`src/rtl/myproject_mul_16s_13s_rr_share_pkg.sv`:
```
// Shared definitions for lane-sharing controllers.
//
// Contents:
//   MAX_REQ / MAX_IDX_W : largest requester count the helpers support
//   rr_pick_t           : result of a round-robin scan (found flag + index)
//   own_width()         : owner-index width for a given requester count
//   rr_first()          : first set request bit at or after a pointer, wrapping
package myproject_mul_16s_13s_rr_share_pkg;

  localparam int MAX_REQ   = 8;
  localparam int MAX_IDX_W = 3;

  typedef struct packed {
    logic                 found;
    logic [MAX_IDX_W-1:0] idx;
  } rr_pick_t;

  // Width of an owner tag. A single requester still needs one bit.
  function automatic int own_width(input int n);
    return (n > 1) ? $clog2(n) : 1;
  endfunction

  // Scan req starting at ptr, wrapping at n (n need not be a power of two).
  // The caller guarantees ptr < n and n <= MAX_REQ.
  function automatic rr_pick_t rr_first(
    input logic [MAX_REQ-1:0]   req,
    input logic [MAX_IDX_W-1:0] ptr,
    input int                   n
  );
    rr_pick_t             res;
    int                   pos;
    logic [MAX_IDX_W-1:0] pos_idx;
    res = '0;
    for (int k = 0; k < MAX_REQ; k++) begin
      pos = int'(ptr) + k;
      if (pos >= n) pos = pos - n;
      pos_idx = MAX_IDX_W'(pos);
      if ((k < n) && !res.found && req[pos_idx]) begin
        res.found = 1'b1;
        res.idx   = pos_idx;
      end
    end
    return res;
  endfunction

endpackage

```
`src/rtl/myproject_mul_16s_13s_rr_share_mul.sv`:
```
// Combinational full-precision signed multiplier shared by all requesters.
//
// Ports:
//   a : signed operand, A_W bits
//   b : signed operand, B_W bits
//   p : signed product, P_W = A_W + B_W bits (never overflows)
module myproject_mul_mul_16s_13s_29_1_1 #(
  parameter int A_W = 16,
  parameter int B_W = 13,
  parameter int P_W = 29
) (
  input  logic signed [A_W-1:0] a,
  input  logic signed [B_W-1:0] b,
  output logic signed [P_W-1:0] p
);

  // Both operands are signed, so they are sign-extended to P_W before the
  // multiply and the full product is kept.
  assign p = a * b;

endmodule

```
`src/rtl/myproject_mul_16s_13s_rr_share.sv`:
```
// Round-robin arbiter and two-stage pipeline that shares one signed
// multiplier among N_REQ requesters.
//
// Ports:
//   ap_clk, ap_rst_n : clock (rising edge), async active-low reset
//   req_valid/ready  : per-requester operand handshake (ready is one-hot)
//   req_a, req_b     : flattened operands, requester i at [i*W +: W]
//   rsp_valid/ready  : per-requester result handshake (valid is one-hot)
//   rsp_p            : product bus shared by all requesters
//   busy             : any pipeline stage holds data
module myproject_mul_16s_13s_rr_share
  import myproject_mul_16s_13s_rr_share_pkg::*;
#(
  parameter int N_REQ = 4,
  parameter int A_W   = 16,
  parameter int B_W   = 13,
  parameter int P_W   = 29
) (
  input  logic                 ap_clk,
  input  logic                 ap_rst_n,
  input  logic [N_REQ-1:0]     req_valid,
  output logic [N_REQ-1:0]     req_ready,
  input  logic [N_REQ*A_W-1:0] req_a,
  input  logic [N_REQ*B_W-1:0] req_b,
  output logic [N_REQ-1:0]     rsp_valid,
  input  logic [N_REQ-1:0]     rsp_ready,
  output logic [P_W-1:0]       rsp_p,
  output logic                 busy
);

  localparam int OWN_W = own_width(N_REQ);

  // Pipeline state
  logic                  s1_vld;
  logic signed [A_W-1:0] s1_a;
  logic signed [B_W-1:0] s1_b;
  logic [OWN_W-1:0]      s1_own;
  logic                  s2_vld;
  logic signed [P_W-1:0] s2_p;
  logic [OWN_W-1:0]      s2_own;
  logic [OWN_W-1:0]      rr_ptr;
  // Low for the first cycle after reset release so req_ready is quiet
  // while the block is held in reset.
  logic                  arb_en;

  // Control
  logic                  s2_adv;
  logic                  s1_adv;
  logic                  grant;
  logic [OWN_W-1:0]      win;
  logic signed [A_W-1:0] sel_a;
  logic signed [B_W-1:0] sel_b;
  logic signed [P_W-1:0] mul_p;
  logic [OWN_W-1:0]      ptr_next;
  rr_pick_t              pick;
  logic [MAX_REQ-1:0]    req_ext;

  assign s2_adv = !s2_vld || rsp_ready[s2_own];
  assign s1_adv = !s1_vld || s2_adv;

  // Arbitration and operand selection
  always_comb begin
    // NOTE: every output of this block gets a default first, so no path
    // leaves a signal unassigned and no latch is inferred.
    req_ext = '0;
    sel_a   = '0;
    sel_b   = '0;
    req_ready = '0;
    req_ext[N_REQ-1:0] = req_valid;
    pick  = rr_first(req_ext, MAX_IDX_W'(rr_ptr), N_REQ);
    win   = OWN_W'(pick.idx);
    grant = pick.found && s1_adv && arb_en;
    for (int i = 0; i < N_REQ; i++) begin
      if (win == OWN_W'(i)) begin
        sel_a = req_a[i*A_W +: A_W];
        sel_b = req_b[i*B_W +: B_W];
        req_ready[i] = grant;
      end
    end
  end

  // Pointer moves past the winner, wrapping at N_REQ (not a power of two
  // in general).
  always_comb begin
    ptr_next = rr_ptr;
    if (grant) begin
      if (int'(win) == N_REQ - 1) ptr_next = '0;
      else                        ptr_next = win + OWN_W'(1);
    end
  end

  myproject_mul_mul_16s_13s_29_1_1 #(
    .A_W (A_W),
    .B_W (B_W),
    .P_W (P_W)
  ) u_mul (
    .a (s1_a),
    .b (s1_b),
    .p (mul_p)
  );

  // NOTE: state uses non-blocking assignments so every register samples
  // the pre-edge values of the others, regardless of statement order.
  // Data registers are reset along with the valid bits, so rsp_p and the
  // owner tags read as zero out of reset.
  always_ff @(posedge ap_clk or negedge ap_rst_n) begin
    if (!ap_rst_n) begin
      arb_en <= 1'b0;
      rr_ptr <= '0;
      s1_vld <= 1'b0;
      s1_a   <= '0;
      s1_b   <= '0;
      s1_own <= '0;
      s2_vld <= 1'b0;
      s2_p   <= '0;
      s2_own <= '0;
    end else begin
      arb_en <= 1'b1;
      rr_ptr <= ptr_next;
      // S2 drains and S1 moves forward on the same edge; a new operand may
      // enter S1 in that edge too, so there is no bubble.
      if (s2_adv) begin
        s2_vld <= s1_vld;
        if (s1_vld) begin
          s2_p   <= mul_p;
          s2_own <= s1_own;
        end
      end
      if (s1_adv) begin
        s1_vld <= grant;
        if (grant) begin
          s1_a   <= sel_a;
          s1_b   <= sel_b;
          s1_own <= win;
        end
      end
    end
  end

  // Response routing: only the owner sees valid; rsp_p holds while stalled.
  always_comb begin
    rsp_valid = '0;
    for (int i = 0; i < N_REQ; i++) begin
      rsp_valid[i] = s2_vld && (s2_own == OWN_W'(i));
    end
  end

  assign rsp_p = s2_p;
  assign busy  = s1_vld || s2_vld;

endmodule
```
`config.mk`:
```
export PLATFORM = sky130hd
export DESIGN_NAME = myproject_mul_16s_13s_rr_share
export DESIGN_NICKNAME = d
export VERILOG_FILES = /design/src/rtl/myproject_mul_16s_13s_rr_share_pkg.sv /design/src/rtl/myproject_mul_16s_13s_rr_share_mul.sv /design/src/rtl/myproject_mul_16s_13s_rr_share.sv
export SDC_FILE = /design/constraint.sdc
export NUM_CORES = 1
export LEC_CHECK = 0
export BUFFER_PORTS_ARGS = -buffer_cell sky130_fd_sc_hd__buf_2
export CAP_MARGIN = 20
export CORE_UTILIZATION = 45
export CTS_BUF_LIST = sky130_fd_sc_hd__clkbuf_2 sky130_fd_sc_hd__clkbuf_4 sky130_fd_sc_hd__clkbuf_8
export DETAILED_ROUTE_END_ITERATION = 8
export PLACE_DENSITY = 0.64
export SLEW_MARGIN = 20
export SYNTH_ARGS = -nofsm -noshare
export SYNTH_HDL_FRONTEND = slang
export SYNTH_SLANG_ARGS = --single-unit
```
`constraint.sdc`:
```
create_clock -name ap_clk -period 7.47 [get_ports ap_clk]
set_input_delay 1.494 -clock ap_clk [delete_from_list [all_inputs] [get_ports ap_clk]]
set_output_delay 1.494 -clock ap_clk [all_outputs]
set_load 0.02 [all_outputs]
```
==> out/results.txt <==
Port-buffer cells - 163
fraction of layout cells with a size suffix above 1 - 15.2%
average routed wire per standard cell - 16.3 um
Via Count - 8577
Hold Path Class - flip-flop to flip-flop
drt pass-1 iters - 5
Crit Path Max Fanout - 17
Ports - 164
Final Skew - 0.0160 ns
RePlAce Congestion - 0.855
Commonest cells post-synth - fa_1, inv_1, nand2_1, and2_1, ha_1
Area Overhead vs Synth - 10.7%
min Tclk post-route - 5.94 ns
YS warnings - 0
Setup CP Type - flip-flop to flip-flop
core box area - 0.0237 mm^2
number of synthesized register bits - 67
Compound-Gate Fraction of Synth Area - 12.3%
placed wire-length estimate - 22500 um
post-synthesis cell type count - 57
final setup fails - 0
CP endpoint kind - flip-flop
Syn Nets - 1620
largest net degree at the start of global routing - 71
RSZ-0062 raised after global routing - false
htree depth - 3
met3 Use GR - 3.13%
CP Launch Type - flip-flop
Post-Syn Area per Cell - 9.00 um^2
initial drt markers - 461
ANT nets after route - 0
beginning of the worst hold path - rsp_p[8]
die area - 0.0251 mm^2
Post-synth EDFFs - 0
Tcrit/Tclk final - 79.5%
busiest grt layer - met2
via-per-instance ratio - 5.17
clock-pin transition on the worst setup and hold timing paths - 0.09 ns
clock tree from TritonCTS - yes
overall routing resource usage - 23.3%
GRT overflow - 0
post-CTS setup buffers - 0
row cnt - 56
Max Cap Viol - 0
Max Slew Vio Count - 0
post-synthesis mux area share - 1.19%
Starting Density - 46.4%
CTS Sinks - 67
routed wire length - 27000 um
Synth Area in Simple Gates - 15.6%
main combinational cell family by area after synthesis - adder cells
FMAX - 0.168 GHz
chip width - 158 um
setup TNS - 0 ns
synthesized cell area - 0.0110 mm^2
Worst Setup SP - s1_b[4]
final hold viol count - 0
synth top area cells - fa_1, dfrtp_1, ha_1, inv_1, nand2_1
non-filler cells, final - 1659
Slew HR - 37.8%
Root Buffer - clkbuf_8
vias in the first global route - 8836
CTS resizes - 0
XOR/XNOR Fraction of Synth Area - 1.91%
worst slew pin tran - 0.929 ns
status - finished clean
Post-synth top flop - dfrtp_1
grt met1 use - 29.5%
critical path arrival - 6.24 ns
fraction of the mapped netlist area in adder cells - 44.3%
area share of the largest cell type after synthesis - 35.5%
FF-to-FF Start - s1_b[4]
Mapped Cells - 1222
die height - 158 um
placed cells - 1642
first-pass GRT wire length - 44200 um
Num CTS Buffers - 9
Final nets - 1732
largest area contributor in the synthesized netlist - fa_1
Hold-fix buffers, CTS - 0
Max Root-Sink Buffers - 2
initial antenna violation count - 1
register area share after synthesis - 15.2%
Worst-Skew Late Latency - 0.37 ns
met2 GRT Util - 40.6%
drt drc - 0
WP data required - 7.76 ns
Synth async-reset ratio - 100%
==> through the flow <==
step | area, um^2 | hold WS, ns | util (%) | setup slack, ns
after floorplan | 11000 | 0.440 | - | 1.96
after global placement | 12000 | 0.457 | 50.5 | 1.65
after detailed placement | 12000 | 0.461 | 50.5 | 1.60
after CTS | 12200 | 0.481 | 51.4 | 1.58
after global routing | 12200 | 0.513 | 51.4 | 1.22
final | 12200 | 0.473 | 51.4 | 1.53
==> layout by cell type, fill, tap and decap left out, types with 3 or more instances in the layout <==
| cell type | n |
|---|---|
| a211oi_1 | 7 |
| a21boi_1 | 3 |
| a21o_1 | 8 |
| a21oi_1 | 44 |
| a221o_1 | 28 |
| and2_1 | 91 |
| buf_2 | 163 |
| buf_4 | 6 |
| clkbuf_8 | 10 |
| dfrtp_1 | 67 |
| fa_1 | 195 |
| ha_1 | 75 |
| inv_1 | 195 |
| mux2_1 | 3 |
| mux2_2 | 4 |
| mux2i_1 | 3 |
| nand2_1 | 172 |
| nand2b_1 | 6 |
| nand3_1 | 4 |
| nand4_1 | 3 |
| nor2_1 | 70 |
| nor3_1 | 6 |
| nor3b_1 | 3 |
| o211ai_1 | 3 |
| o21a_1 | 6 |
| o21ai_0 | 46 |
| o21ai_1 | 45 |
| o21bai_1 | 3 |
| o31ai_1 | 6 |
| xnor2_1 | 17 |
| xor2_1 | 7 |
==> path summary, 6_finish.rpt <==
kind                             endpoint  slack, ns  cells after the start
worst max register to register  rsp_p[26]       1.53                     16
worst max-delay path            rsp_p[26]       1.53                     16
worst min register to register   rsp_p[8]       0.47                      2
min in group asynchronous        rsp_p[7]       1.32                      2
worst min-delay path             rsp_p[8]       0.47                      2
max in group asynchronous         s1_b[8]       5.51                      2
==> area by class of cell <==
cell class | instances | area [um^2]
Antenna cell | 1 | 2.50
Timing Repair Buffer | 169 | 861
Clock buffer | 11 | 145
Multi-Input combinational cell | 891 | 8300
Inverter | 196 | 736
Tap cell | 319 | 399
Fill cell | 2358 | 11500
Sequential cell | 67 | 1680
Clock inverter | 5 | 61.3
==> logic make-up (layout without fill, tap and decap cells) <==
family,Yosys count,after routing
XOR/XNOR,24,24
AO/OA/AOI/OAI,212,212
buffers and inverters,264,381
other,1,2
multiplexers,11,11
AND/OR/NAND/NOR,371,371
adder cells (fa/ha/maj),272,272
flip-flops,67,67
==> routing by layer <==
| layer | routed length, um | up-vias |
|---|---|---|
| li1 | - | 4073 |
| met1 | 11400 | 4207 |
| met2 | 13600 | 260 |
| met3 | 1210 | 37 |
| met4 | 779 | 0 |
| met5 | 0 | - |
==> critical path: stages, from the launching register on <==
cell	delay [ns]
dfrtp_1	0.74
nand2_1	0.16
fa_1	0.53
fa_1	0.52
inv_1	0.06
fa_1	0.56
fa_1	0.43
fa_1	0.50
fa_1	0.45
ha_1	0.36
o211ai_1	0.17
a21oi_1	0.21
nand2_1	0.13
o211ai_1	0.44
a21boi_1	0.19
nand4b_1	0.22
a31oi_1	0.17
==> state kept, by name (all words and copies together), names as in the netlist <==
| name | count |
|---|---|
| arb_en | 1 |
| rr_ptr | 2 |
| rsp_p | 29 |
| s1_a | 16 |
| s1_b | 13 |
| s1_own | 2 |
| s1_vld | 1 |
| s2_own | 2 |
| s2_vld | 1 |
Power is not shown: default switching activity piles up to over one toggle a cycle in this logic, so the estimate is an artifact.
